$ cat config.mk
export PLATFORM = sky130hd
export DESIGN_NAME = bm_lpm_split
export DESIGN_NICKNAME = d
export VERILOG_FILES = /design/src/rtl/bm_lpm_split.sv
export SDC_FILE = /design/constraint.sdc
export NUM_CORES = 1
export LEC_CHECK = 0
export ABC_AREA = 1
export CORE_UTILIZATION = 55
export DETAILED_ROUTE_END_ITERATION = 10
export DONT_BUFFER_PORTS = 1
export PLACE_DENSITY = 0.78
export SKIP_LAST_GASP = 1
export SLEW_MARGIN = 20
export SYNTH_ARGS = -nofsm -noshare
export SYNTH_HDL_FRONTEND = slang
export SYNTH_SLANG_ARGS = --single-unit
export TNS_END_PERCENT = 10
$ cat constraint.sdc
create_clock -name clock -period 1.9 [get_ports clock]
set_input_delay 0.19 -clock clock [delete_from_list [all_inputs] [get_ports clock]]
set_output_delay 0.19 -clock clock [all_outputs]
set_load 0.05 [all_outputs]
$ cat src/rtl/bm_lpm_split.sv
// Receive-side deframer: checks the constant header on each framed word, strips it,
// and queues the payload in a 2-entry FIFO; mismatched words are dropped and counted.
module bm_lpm_split #(
    parameter int               BITS   = 32,
    parameter int               HDR_W  = 8,
    parameter logic [HDR_W-1:0] HEADER = 8'h56,
    parameter int               CNT_W  = 16
) (
    input  logic                  clock,
    input  logic                  resetn,
    input  logic                  in_valid,
    output logic                  in_ready,
    input  logic [BITS-1:0]       in_data,
    output logic                  out_valid,
    input  logic                  out_ready,
    output logic [BITS-HDR_W-1:0] out_data,
    input  logic                  clear_counts,
    output logic [CNT_W-1:0]      good_count,
    output logic [CNT_W-1:0]      err_count,
    output logic                  err_flag
);
    localparam int PAY_W = BITS - HDR_W;
    localparam logic [CNT_W-1:0] CNT_MAX = {CNT_W{1'b1}};

    logic [PAY_W-1:0] mem_reg [2];
    logic             wr_ptr_reg;
    logic             rd_ptr_reg;
    logic [1:0]       count_reg;
    logic [1:0]       count_next;
    logic [CNT_W-1:0] good_count_reg;
    logic [CNT_W-1:0] err_count_reg;
    logic             err_flag_reg;

    logic accept;
    logic hdr_ok;
    logic push;
    logic drop;
    logic pop;

    // Handshake status depends only on registered occupancy, never on out_ready.
    assign in_ready  = (count_reg < 2'd2);
    assign out_valid = (count_reg != 2'd0);
    assign out_data  = mem_reg[rd_ptr_reg];

    assign accept = in_valid & in_ready;
    assign hdr_ok = (in_data[BITS-1 -: HDR_W] == HEADER);
    assign push   = accept & hdr_ok;
    assign drop   = accept & ~hdr_ok;
    assign pop    = out_valid & out_ready;

    always_comb begin
        count_next = count_reg;
        case ({push, pop})
            2'b10:   count_next = count_reg + 2'd1;
            2'b01:   count_next = count_reg - 2'd1;
            default: count_next = count_reg;
        endcase
    end

    generate
        for (genvar gi = 0; gi < 2; gi++) begin : g_entry
            always_ff @(posedge clock or negedge resetn) begin
                if (!resetn) begin
                    mem_reg[gi] <= '0;
                end else if (push && (wr_ptr_reg == gi[0])) begin
                    mem_reg[gi] <= in_data[PAY_W-1:0];
                end
            end
        end
    endgenerate

    always_ff @(posedge clock or negedge resetn) begin
        if (!resetn) begin
            wr_ptr_reg <= 1'b0;
            rd_ptr_reg <= 1'b0;
            count_reg  <= 2'd0;
        end else begin
            if (push) wr_ptr_reg <= ~wr_ptr_reg;
            if (pop)  rd_ptr_reg <= ~rd_ptr_reg;
            count_reg <= count_next;
        end
    end

    // A clear in the same cycle as an event discards that event.
    always_ff @(posedge clock or negedge resetn) begin
        if (!resetn) begin
            good_count_reg <= '0;
            err_count_reg  <= '0;
            err_flag_reg   <= 1'b0;
        end else if (clear_counts) begin
            good_count_reg <= '0;
            err_count_reg  <= '0;
            err_flag_reg   <= 1'b0;
        end else begin
            if (push && (good_count_reg != CNT_MAX)) good_count_reg <= good_count_reg + 1'b1;
            if (drop && (err_count_reg != CNT_MAX))  err_count_reg  <= err_count_reg + 1'b1;
            if (drop) err_flag_reg <= 1'b1;
        end
    end

    assign good_count = good_count_reg;
    assign err_count  = err_count_reg;
    assign err_flag   = err_flag_reg;
endmodule

==> impl_metrics.toml, run 1 <==
[run_status]
outcome = "finished with violations"
violations = "hold timing"

[sta]
setup-tns-final_ps = 0
drv_slew = 0
min_period_ps = 1750
max_freq_mhz = 573
finalClockSkew_ps = 7.39
post-route-period-util_pct = 91.9
setup_ws_ps = 154
worstMarginPinSlew_ps = 546
final_hold_viol_count = 85
slew_headroom_pct = 63.6
fin_hold_ws_ps = -482
grt_setup_unrepaired = "false"
setup_viol = 0

[yosys]
synth_top_cell_by_area = "dfrtp_1"
ys_ff_latch = 85
synth_area_mm2 = 0.00442
ys_top_cells_by_area = "dfrtp_1, nand2_1, inv_1"
synth_fp_nets = 614
synth_top_area_share_pct = 48.1
yosysSeqAreaShare_pct = 48.1
syn_area_per_cell_um2 = 7.70
netlist_instances = 574
synth_warnings = 0
synthDistinctLibCells = 33

[clock_network]
clock_latency_ps = 350
clk_pin_slew_worst_paths_ps = 90
ctsResizeCount = 0
cts_buffers = 9
clock_sinks = 85
holdBufCountCts = 22
cts_tree = "built"
clockBufferDepth = 2
htreeDepth = 3
clockRootBuffer = "clkbuf_8"

[die]
fp-row-count = 32
die_h_um = 91.7
initial_utilization_pct = 56.9
die_x_um = 91.7
core_area_mm2 = 0.00777
io_pins = 96
die-area_mm2 = 0.00840

[cells_and_area]
drive_gt1_share_pct = 16.7
nets = 692
final_common_cell = "nand2_1"
largest_reg_flops = 48
syn2layout_area_growth_pct = 21.4
final_cell_mix = "nand2_1, dfrtp_1, buf_4"
antennaDiodeCount = 0

[global_routing]
grt_usage_pct = 26.3
grt_pass1_vias = 4047
grt_pass1_wl_um = 17700
grt_start_max_net_pins = 86
overflow = 0
antenna_found_initial = 0

[detailed_routing]
postRouteWirelength_um = 10200
drt_pass1_iterations = 4
drc_errors = 0
wl_per_cell_um = 13.5
drtIter0Drc = 184
via_per_inst = 5.30
routed-via-count = 4025
ant_nets = 0

[flow_run]
drv_cap = 0

[placement]
pre_cts_ws_ps = 163
place.port_buffers = 0
place.gp.congestion = 0.836
dp_hpwl_um = 6880

[critical_path]
reg2regPathDepth = 11
cp_data_required_time_ps = 2190
timing.rr.end = "good_count[15]"
setup.worst_path.start_class = "register"
arrival_ps = 2040
r2r_slack_ps = 150
endpoint_kind = "register"
rr_startpoint = "good_count[1]"
worstPathMaxFanout = 14
critPathKind = "register to register"

[power]
power.density_mw_per_mm2 = 763
p_total_mw = 4.10
ir_drop_uv = 559
p_leak_nw = 2.79

[hold_path]
hp-class = "input pin to async pin"
## stage by stage
step                      instances  util [%]  cell area [µm²]  hold slack [ps]
after global routing            759      69.1             5370             -507
after detailed placement        720      63.5             4930             -104
final                           759      69.1             5370             -482
after floorplan                 574         -             4420             -106
after CTS                       758      68.8             5350             -496
after global placement          720      63.5             4930             -104
## synthesized netlist by cell type
cell and instances:
inv_1 46, nand2_2 1, clkbuf_1 11, clkinv_1 1
xnor2_1 1, nor3_1 1, nand3_2 1, nand4_1 25
ha_1 3, o21ai_2 5, buf_2 6, nand2_4 1
inv_2 3, nor2_2 5, o21bai_1 6, nor2_1 29
or2_2 4, buf_4 1, nand3b_1 1, buf_8 1
or2_4 1, buf_6 3, dfrtp_1 85, nand2_1 237
nor2_8 1, nand3_1 24, o211ai_1 1, o21ai_0 32
o21ai_1 17, nand3_4 1, nor2_4 5, a21oi_1 4
xor2_1 11
## what timing repair did
action                                  CTS  global route
hold endpoints to repair                113            85
endpoints found under the setup margin    0             6
buffers inserted                          0             1
## power breakdown
group	internal, mW	total, mW	switching [mW]
registers	1.88	1.95	0.0648
clock network	0.620	1.29	0.673
logic	0.279	0.860	0.581
total	2.78	4.10	1.32
## critical path, stage by stage (launching register included)
cell     delay, ps
dfrtp_1        370
ha_1           190
nand2_1        110
nor2_4         180
nand2_2        100
nor2_2         130
nor2_2          40
buf_4          190
nor2_4         140
buf_12         140
nand2_1         50
nand2_1         70
## per-layer routing
| metal | vias up | global-route usage (%) | routed length, µm |
|---|---|---|---|
| li1 | 1980 | - | - |
| met1 | 1914 | 31.2 | 4260 |
| met2 | 125 | 47.5 | 5280 |
| met3 | 6 | 5.64 | 617 |
| met4 | 0 | 8.07 | 59 |
| met5 | - | 0 | 0 |
## worst max-delay path by stage
stage	depth (start not counted)	slack, ps	endpoint	from
floorplan	10	30	good_count[2]	good_count[1]
global placement	10	250	good_count[15]	good_count[0]
detailed placement	10	160	good_count[1]	good_count[1]
CTS	10	140	good_count[1]	good_count[1]
global route	11	50	good_count[7]	good_count[1]
finish	11	150	good_count[15]	good_count[1]
## cells by family (layout without fill, tap and decap cells)
group,Yosys count,count (layout),synth area share (%)
compound gates,65,65,8.18
xor+xnor,12,12,2.38
fa+ha+maj,3,3,0.849
buf+inv,72,155,7.13
flops,85,85,48.1
simple gates,337,337,33.3
## area by class of cell
type / count / area [µm²]
sequential: 85 / 2130
tap: 102 / 128
timing repair buffer: 89 / 748
inverter: 50 / 188
clock buffer: 10 / 128
multi-input combinational: 417 / 1980
fill: 631 / 2400
clock inverter: 6 / 71.3
(Power assumes the default switching activity.)
==> inputs of run 2 (changes only) <==
--- a/config.mk
+++ b/config.mk
@@ -6,10 +6,10 @@
 export NUM_CORES = 1
 export LEC_CHECK = 0
 export ABC_AREA = 1
+export BUFFER_PORTS_ARGS = -buffer_cell sky130_fd_sc_hd__buf_2
 export CORE_UTILIZATION = 55
 export DETAILED_ROUTE_END_ITERATION = 10
-export DONT_BUFFER_PORTS = 1
-export PLACE_DENSITY = 0.78
+export PLACE_DENSITY = 0.89
 export SKIP_LAST_GASP = 1
 export SLEW_MARGIN = 20
 export SYNTH_ARGS = -nofsm -noshare
==> impl_metrics.toml, run 2 (synthesized netlist as in run 1, its figures left out) <==
[clock_network]
cts_setup_buffers = 0
htreeDepth = 3
clock_sinks = 85
clockRootBuffer = "clkbuf_8"
ctsResizeCount = 0
cts_buffers = 9
clk_pin_slew_worst_paths_ps = 100
cts_tree = "built"
clock_latency_ps = 360
clockBufferDepth = 2

[die]
fp-row-count = 32
initial_utilization_pct = 56.9
die_h_um = 91.7
core_area_mm2 = 0.00777
die-area_mm2 = 0.00840
die_x_um = 91.7
io_pins = 96

[sta]
finalClockSkew_ps = 11.5
grt_setup_unrepaired = "true"
drv_slew = 0
post-route-period-util_pct = 93.5
worstMarginPinSlew_ps = 549
min_period_ps = 1780
slew_headroom_pct = 63.4
max_freq_mhz = 563
setup_viol = 0
setup-tns-final_ps = 0
final_hold_viol_count = 0

[detailed_routing]
via_per_inst = 5.32
routed-via-count = 4123
ant_nets = 0
drc_errors = 0
drtIter0Drc = 206
postRouteWirelength_um = 10200
drt_pass1_iterations = 5
wl_per_cell_um = 13.2

[critical_path]
worst-path-buf-inv = 1
max_stage_delay_ps = 440
setup.worst_path.start_class = "register"
cp_data_required_time_ps = 2200
arrival_ps = 2070
critPathTopFamily = "simple AND/OR/NAND/NOR gates"
cp.depth = 9
worstPathMaxFanout = 8
cp_cell_sequence = "ha_1, nand2_1, nor2_4, nand2_2, nor2_2, nor2_2, buf_4, nand3_1, nand2_1"
reg2regPathDepth = 9
critPathKind = "register to register"
endpoint_kind = "register"
cp_slowest_cell = "dfrtp_1"

[placement]
dp_hpwl_um = 7100
place.port_buffers = 95
place.gp.congestion = 0.896
postPlaceCellArea_mm2 = 0.00498

[global_routing]
grt_usage_pct = 25.6
grt_pass1_vias = 3855
grt_pass1_wl_um = 17200
antenna_found_initial = 0
grt_start_max_net_pins = 50
overflow = 0

[power]
p_leak_nw = 2.87
clockPowerShare_pct = 34.6
ir_drop_uv = 588
power.density_mw_per_mm2 = 815
p_seq_share_pct = 45.4
power.net_switching_mw = 1.38
comb_power_share_pct = 19.9
netSwitchingFraction_pct = 32.6
power.internal_mw = 2.87

[cells_and_area]
largest_reg_flops = 48
final_cell_area_mm2 = 0.00522
drive_gt1_share_pct = 22.0
final_cell_mix = "nand2_1, buf_2, dfrtp_1"
utilization_pct = 67.2
final_common_cell = "nand2_1"
antennaDiodeCount = 0
nets = 708
syn2layout_area_growth_pct = 18.0

[hold_path]
hp-class = "input pin to register"
whs_path_depth = 3

[flow_run]
drv_cap = 0

[run_status]
outcome = "completed"
## run 2: final cells by class
class / count / area, µm²
Clock buffer: 9 / 124
Timing Repair Buffer: 105 / 568
Tap cell: 102 / 128
Clock inverter: 7 / 105
Sequential cell: 85 / 2130
Multi-Input combinational cell: 417 / 1980
Inverter: 50 / 188
Fill cell: 640 / 2550
## run 2: metal layers
layer / global-route usage, % / wire length, µm
met1: 32.4 / 4290
met2: 43.9 / 5160
met3: 4.56 / 630
met4: 8.99 / 140
met5: 0 / 0
## run 2: path summary, 6_finish.rpt
kind	startpoint	slack (ps)	endpoint
max in group asynchronous	resetn	990	good_count[7]
setup / recovery	good_count[0]	120	good_count[0]
setup reg to reg	good_count[0]	120	good_count[0]
min in group asynchronous	resetn	330	mem_reg[5]
hold / removal	in_data[18]	70	mem_reg[42]
hold reg to reg	mem_reg[38]	490	mem_reg[38]
## run 2: power groups by stage
stage	logic [mW]	clock network [mW]	registers (mW)
2_1_floorplan	0.545	0	2.00
3_3_place_gp	0.831	0	1.96
3_5_place_dp	0.850	0	1.97
4_1_cts	0.856	1.50	1.93
5_1_grt	0.921	1.57	1.94
6_report	0.847	1.47	1.93
## run 2: worst min-delay path: stages
cell,delay (ps)
buf_2,90
inv_1,50
o21ai_1,60
## run 2: metrics by stage
stage / total power, mW / std cells / setup WS (ps) / hold slack (ps)
finish: 4.25 / 775 / 123 / 74.3
global route: 4.43 / 775 / -61.8 / 74.1
global placement: 2.79 / 758 / 249 / 175
detailed placement: 2.82 / 758 / 150 / 182
CTS: 4.28 / 775 / 124 / 65.0
floorplan: 2.55 / 574 / 34.1 / -106
## run 2: repair_timing
action,4_1_cts,5_1_grt
endpoints found under the hold margin,35,0
hold buffers,1,0
setup endpoints to repair,0,12
